$ cat src/rtl/imem_arbiter_if.sv
// Bus bundle between the fetch unit, program loader, instruction RAM and imem_arbiter.
// The arbiter takes the slave view; the requester/RAM side takes the master view.
interface imem_arbiter_if #(
   parameter int unsigned XLEN   = 32,
   parameter int unsigned SIZE_W = 2
);
   logic              flush_flag;

   logic              f_req_valid;
   logic [XLEN-1:0]   f_req_addr;
   logic              f_req_ready;
   logic              f_rsp_valid;
   logic [XLEN-1:0]   f_rsp_addr;
   logic [XLEN-1:0]   f_rsp_data;

   logic              ld_valid;
   logic [XLEN-1:0]   ld_addr;
   logic [XLEN-1:0]   ld_data;
   logic [SIZE_W-1:0] ld_size;
   logic              ld_ready;

   logic              ram_en;
   logic              ram_read_flag;
   logic [XLEN-1:0]   ram_read_addr;
   logic              ram_write_flag;
   logic [XLEN-1:0]   ram_write_addr;
   logic [XLEN-1:0]   ram_write_data;
   logic [SIZE_W-1:0] ram_write_size;
   logic [XLEN-1:0]   ram_read_data;

   modport slave (
      input  flush_flag, f_req_valid, f_req_addr, ld_valid, ld_addr, ld_data, ld_size,
             ram_read_data,
      output f_req_ready, f_rsp_valid, f_rsp_addr, f_rsp_data, ld_ready,
             ram_en, ram_read_flag, ram_read_addr, ram_write_flag, ram_write_addr,
             ram_write_data, ram_write_size
   );

   modport master (
      output flush_flag, f_req_valid, f_req_addr, ld_valid, ld_addr, ld_data, ld_size,
             ram_read_data,
      input  f_req_ready, f_rsp_valid, f_rsp_addr, f_rsp_data, ld_ready,
             ram_en, ram_read_flag, ram_read_addr, ram_write_flag, ram_write_addr,
             ram_write_data, ram_write_size
   );
endinterface

$ cat src/rtl/imem_arbiter.sv
// Shares one synchronous instruction RAM between the fetch path and the program loader,
// with a bounded loader burst so fetch cannot starve and flush squashing of fetch responses.
module imem_arbiter #(
   parameter int unsigned       XLEN          = 32,
   parameter int unsigned       SIZE_W        = 2,
   parameter logic [SIZE_W-1:0] NO_STORE_CODE = '0,
   parameter int unsigned       LD_BURST_MAX  = 4
) (
   input logic           clk,
   input logic           rst,
   imem_arbiter_if.slave bus
);

   localparam int unsigned      CNT_W     = 4;
   localparam logic [CNT_W-1:0] BURST_LIM = CNT_W'(LD_BURST_MAX);

   typedef enum logic [1:0] {
      ARB_IDLE  = 2'd0,
      ARB_FETCH = 2'd1,
      ARB_LOAD  = 2'd2
   } arb_state_e;

   arb_state_e       state;
   logic [CNT_W-1:0] burst_cnt;
   logic [XLEN-1:0]  rsp_addr_q;
   logic             f_grant;
   logic             ld_grant;

   // Grant decision: loader first unless fetch is waiting and the burst budget is spent.
   always_comb begin
      ld_grant = 1'b0;
      f_grant  = 1'b0;
      if (rst) begin
         ld_grant = bus.ld_valid && (!bus.f_req_valid || (burst_cnt < BURST_LIM));
         f_grant  = bus.f_req_valid && !ld_grant;
      end
   end

   // RAM command and requester-facing outputs.
   always_comb begin
      bus.f_req_ready    = f_grant;
      bus.ld_ready       = ld_grant;
      bus.ram_en         = f_grant || ld_grant;
      bus.ram_read_flag  = f_grant;
      bus.ram_read_addr  = '0;
      bus.ram_write_flag = ld_grant;
      bus.ram_write_addr = '0;
      bus.ram_write_data = '0;
      bus.ram_write_size = NO_STORE_CODE;
      if (f_grant) begin
         bus.ram_read_addr = bus.f_req_addr;
      end
      if (ld_grant) begin
         bus.ram_write_addr = bus.ld_addr;
         bus.ram_write_data = bus.ld_data;
         bus.ram_write_size = bus.ld_size;
      end
   end

   // A fetch granted last cycle has its word on ram_read_data now; flush or reset hides it.
   always_comb begin
      bus.f_rsp_valid = rst && !bus.flush_flag && (state == ARB_FETCH);
      bus.f_rsp_addr  = rsp_addr_q;
      bus.f_rsp_data  = bus.ram_read_data;
   end

   // Last-grant state, loader burst counter and response address.
   always_ff @(posedge clk) begin
      if (!rst) begin
         state      <= ARB_IDLE;
         burst_cnt  <= '0;
         rsp_addr_q <= '0;
      end else begin
         if (ld_grant) begin
            state <= ARB_LOAD;
         end else if (f_grant) begin
            state <= ARB_FETCH;
         end else begin
            state <= ARB_IDLE;
         end

         if (f_grant || !bus.f_req_valid) begin
            burst_cnt <= '0;
         end else if (ld_grant && (burst_cnt < BURST_LIM)) begin
            burst_cnt <= burst_cnt + CNT_W'(1);
         end

         if (f_grant) begin
            rsp_addr_q <= bus.f_req_addr;
         end
      end
   end

endmodule

$ cat src/flat_wrapper.sv
// flat-port wrapper written by rule: the top's interface ports become plain ports
module imem_arbiter_flat 
#(
   parameter int unsigned       XLEN          = 32,
   parameter int unsigned       SIZE_W        = 2,
   parameter logic [SIZE_W-1:0] NO_STORE_CODE = '0,
   parameter int unsigned       LD_BURST_MAX  = 4
)
  (clk, rst, bus_flush_flag, bus_f_req_valid, bus_f_req_addr, bus_ld_valid, bus_ld_addr, bus_ld_data, bus_ld_size, bus_ram_read_data, bus_f_req_ready, bus_f_rsp_valid, bus_f_rsp_addr, bus_f_rsp_data, bus_ld_ready, bus_ram_en, bus_ram_read_flag, bus_ram_read_addr, bus_ram_write_flag, bus_ram_write_addr, bus_ram_write_data, bus_ram_write_size);
  imem_arbiter_if #(.XLEN(XLEN), .SIZE_W(SIZE_W)) bus_i ();
  input logic clk;
  input logic rst;
  input wire logic [$bits(bus_i.flush_flag)-1:0] bus_flush_flag;
  input wire logic [$bits(bus_i.f_req_valid)-1:0] bus_f_req_valid;
  input wire logic [$bits(bus_i.f_req_addr)-1:0] bus_f_req_addr;
  input wire logic [$bits(bus_i.ld_valid)-1:0] bus_ld_valid;
  input wire logic [$bits(bus_i.ld_addr)-1:0] bus_ld_addr;
  input wire logic [$bits(bus_i.ld_data)-1:0] bus_ld_data;
  input wire logic [$bits(bus_i.ld_size)-1:0] bus_ld_size;
  input wire logic [$bits(bus_i.ram_read_data)-1:0] bus_ram_read_data;
  output wire logic [$bits(bus_i.f_req_ready)-1:0] bus_f_req_ready;
  output wire logic [$bits(bus_i.f_rsp_valid)-1:0] bus_f_rsp_valid;
  output wire logic [$bits(bus_i.f_rsp_addr)-1:0] bus_f_rsp_addr;
  output wire logic [$bits(bus_i.f_rsp_data)-1:0] bus_f_rsp_data;
  output wire logic [$bits(bus_i.ld_ready)-1:0] bus_ld_ready;
  output wire logic [$bits(bus_i.ram_en)-1:0] bus_ram_en;
  output wire logic [$bits(bus_i.ram_read_flag)-1:0] bus_ram_read_flag;
  output wire logic [$bits(bus_i.ram_read_addr)-1:0] bus_ram_read_addr;
  output wire logic [$bits(bus_i.ram_write_flag)-1:0] bus_ram_write_flag;
  output wire logic [$bits(bus_i.ram_write_addr)-1:0] bus_ram_write_addr;
  output wire logic [$bits(bus_i.ram_write_data)-1:0] bus_ram_write_data;
  output wire logic [$bits(bus_i.ram_write_size)-1:0] bus_ram_write_size;
  assign bus_i.flush_flag = bus_flush_flag;
  assign bus_i.f_req_valid = bus_f_req_valid;
  assign bus_i.f_req_addr = bus_f_req_addr;
  assign bus_i.ld_valid = bus_ld_valid;
  assign bus_i.ld_addr = bus_ld_addr;
  assign bus_i.ld_data = bus_ld_data;
  assign bus_i.ld_size = bus_ld_size;
  assign bus_i.ram_read_data = bus_ram_read_data;
  assign bus_f_req_ready = bus_i.f_req_ready;
  assign bus_f_rsp_valid = bus_i.f_rsp_valid;
  assign bus_f_rsp_addr = bus_i.f_rsp_addr;
  assign bus_f_rsp_data = bus_i.f_rsp_data;
  assign bus_ld_ready = bus_i.ld_ready;
  assign bus_ram_en = bus_i.ram_en;
  assign bus_ram_read_flag = bus_i.ram_read_flag;
  assign bus_ram_read_addr = bus_i.ram_read_addr;
  assign bus_ram_write_flag = bus_i.ram_write_flag;
  assign bus_ram_write_addr = bus_i.ram_write_addr;
  assign bus_ram_write_data = bus_i.ram_write_data;
  assign bus_ram_write_size = bus_i.ram_write_size;
  imem_arbiter #(.XLEN(XLEN), .SIZE_W(SIZE_W), .NO_STORE_CODE(NO_STORE_CODE), .LD_BURST_MAX(LD_BURST_MAX)) u_core (.clk(clk), .rst(rst), .bus(bus_i));
endmodule
$ cat config.mk
export PLATFORM = sky130hd
export DESIGN_NAME = imem_arbiter_flat
export DESIGN_NICKNAME = d
export VERILOG_FILES = /design/src/rtl/imem_arbiter_if.sv /design/src/rtl/imem_arbiter.sv /design/src/flat_wrapper.sv
export SDC_FILE = /design/constraint.sdc
export NUM_CORES = 1
export LEC_CHECK = 0
export ABC_AREA = 1
export CAP_MARGIN = 10
export CORE_AREA = 2 2 117 119
export DETAILED_ROUTE_END_ITERATION = 7
export DIE_AREA = 0 0 119 121
export GPL_TIMING_DRIVEN = 0
export RECOVER_POWER = 100
export SLEW_MARGIN = 40
export SYNTH_ARGS = -nofsm -noshare
export SYNTH_HDL_FRONTEND = slang
export SYNTH_SLANG_ARGS = --single-unit
$ cat constraint.sdc
create_clock -name clk -period 1.25 [get_ports clk]
set_input_delay 0.125 -clock clk [delete_from_list [all_inputs] [get_ports clk]]
set_output_delay 0.125 -clock clk [all_outputs]
set_load 0.02 [all_outputs]
==> metrics <==
Via-to-Cell Ratio 3.89; design area 0.00656 mm^2; diode count 0; Clock transition at path regs 0.06 ns; Chip Width 119 um; routed length on met1 4820 um; DP HPWL 9180 um; Cell Rows 42; share of cells above drive strength 1 0.494; first-pass GRT wire length 17,400 um; Clock Tree Buf Depth 2; initial DRC count 62; Cells after Synth 379; hold buffers post-CTS 0; r2r setup slk -0.24 ns; drt drc 0; Layout Area Growth over Synthesis 179%; largest net degree at the start of global routing 12; top cell family by delay on the critical path buffers and inverters; worst reg2reg startpoint u_core.burst_cnt[2]; TritonCTS clock tree done; gp weighted congestion 0.762; IO Count 303; maxcap violations 0; minimum clock period 1.82 ns; IO Port Bufs 270; final wirelength 12,400 um; failing checks negative setup slack; Hold Path Depth 3; post-synth net total 515; fin nets 827; CP endpoint kind output pin; reg2reg end u_core.bus.f_rsp_addr[14]; dpl cells 825; yosys warns 0; CP max stage cell dfxtp_2; sequential fraction of the synthesis area 0.324; WHS Endpoint u_core.burst_cnt[2]; power consumption 0.00443 W; final setup margin -0.570 ns; Post-synth top cells 104 x inv_1, 70 x nor2_1, 38 x dfxtp_1; register bit total from synthesis 38; worst-case reg-to-reg path depth 9; final hold vios 0; placed cell areas 0.00565 mm^2; Yosys cell types 21; cts bufs inserted 5; P per Cell Area 676 mW/mm^2; H-tree levels 2; crit start category flip-flop; leak pwr 3.03 nW; adder-cell area share of the yosys netlist 0.00532; Buf/Inv on CP 5; f_max 549 MHz; CP Class reg2out; area of the mapped netlist 0.00235 mm^2; RSZ-0062 raised after global routing true; vias in the first global route 3,212; Die Area 0.0144 mm^2; WP data required 1.12 ns; post-detailed-route wirelength per cell 14.2 um; met3 wire length 774 um; post-synthesis mux area share 0; Sink Count 38; Max VDD drop 0.435 mV; GRT Overall Usage 0.151; pre-CTS setup slack -1.11 ns; Synth area leader dfxtp_1; Yosys top cell area share 0.324; Synth Area in Simple Gates 0.255; Clock Skew 0.00544 ns; worst skew pair latency 0.28 ns; initial antenna violation count 0; cells along the critical path nor2_4 > o21ai_4 > buf_12 > nor2_4 > inv_4 > buf_12 > buf_12 > nor2_4 > buf_6; ys async rst share 0; CORE AREA 0.0131 mm^2; Post-synth top flop dfxtp_1; worst min-delay path class in2reg; Synth Area in Compound Gates 0.0799; slew margin rel. 0.552; via count 3,377; number of setup violations in the final report 132; Tightest Pin Transition 0.672 ns; most common cell in the netlist inv_1; largest family of logic cells by synthesized area buffers and inverters; grt total ovfl 0; main area contributors after synthesis dfxtp_1 32%, inv_1 17%, buf_4 12%; met2 WL 6600 um; Syn Area/Cell 6.20 um^2; Post-synth EDFFs 0; CP max FO 10; DR pass1 iterations 4; run status finished with violations; fin cells 868; initial core utilization 0.180; Critical Path AT 1.70 ns; Slowest Stage Delay on Critical Path 0.33 ns; Synth Area in XOR/XNOR 0.00373; top sig layer met4; number of nets still failing antenna checks after routing 0; final setup TNS -53.99 ns; Final Slew Violations 0; crit share post-route 1.46; worst hold start rst; Die Ht 121 um; Clock Tree Root clkbuf_16
## power by group
| group | switching (W) | internal [W] | leakage (nW) | total, W |
|---|---|---|---|---|
| combinational | 0.000913 | 0.000954 | 2.65 | 0.00187 |
| clock | 0.000492 | 0.000791 | 0.0739 | 0.00128 |
| sequential | 0.0000243 | 0.00126 | 0.310 | 0.00128 |
## worst register-to-register path: stages, from the launching register on
cell and delay (ns):
dfxtp_2 0.35, nor2_4 0.05, o21ai_4 0.16, buf_12 0.14
buf_4 0.13, buf_12 0.14, buf_4 0.12, nand3_4 0.06
buf_4 0.14, a21oi_1 0.12
## cells by family (layout without fill, tap and decap cells)
logic type      count (synthesis)  after routing
xor+xnor                        1              1
simple gates                  143            143
buf+inv                       160            473
fa+ha+maj                       1              1
other cells                     1              1
compound gates                 35             35
flops                          38             38
## routing by layer
layer	global-route usage	vias to the layer above
li1	-	1688
met5	0	-
met4	0.0275	0
met2	0.277	141
met1	0.176	1536
met3	0.0437	12
## registers in the layout, indices dropped and copies added, names as in the netlist
register and count:
u_core.burst_cnt 4, u_core.bus.f_rsp_addr 32, u_core.state 2
## metrics by stage
stage	utilization	hold slack, ns
CTS	0.478	0.341
global route	0.501	0.381
global placement	0.432	0.448
finish	0.501	0.333
detailed placement	0.432	0.451
floorplan	-	0.280
## placed cells by master, fill, tap and decap left out, drive strengths merged, types with 2 or more instances in the layout
cell type        n
inv            106
nand2           37
dfxtp           38
clkinv           2
nor2            72
clkdlybuf4s50  101
nand3           32
buf            184
a21oi           33
dlygate4sd3     32
clkbuf          46
## timing repair
action                                 CTS  global route
gates cloned                             0             3
endpoints found under the hold margin    0             0
gates resized for setup                662           139
pin swaps                                4            13
setup buffers                           18            18
setup endpoints to repair              169           167
## worst max-delay path by stage
stage	endpoint	depth (start not counted)	slack (ns)	startpoint
2_1_floorplan	bus_ram_write_data[0]	7	-0.17	u_core.burst_cnt[2]
3_3_place_gp	bus_ram_write_data[2]	8	-1.13	rst
3_5_place_dp	bus_ram_read_addr[21]	7	-1.11	rst
4_1_cts	bus_ram_write_data[18]	9	-0.64	u_core.burst_cnt[3]
5_1_grt	bus_ram_write_data[0]	9	-0.64	u_core.burst_cnt[2]
6_report	bus_ram_write_data[18]	9	-0.57	u_core.burst_cnt[2]
## final cells by class
class,count,area (um^2)
tap,176,220
timing repair buffer,309,2960
inverter,107,408
buffer,49,432
clock buffer,7,143
clock inverter,1,5.00
sequential,38,763
fill,1213,6530
multi-input combinational,181,1630
No activity file was read; power rests on OpenSTA's default activity.
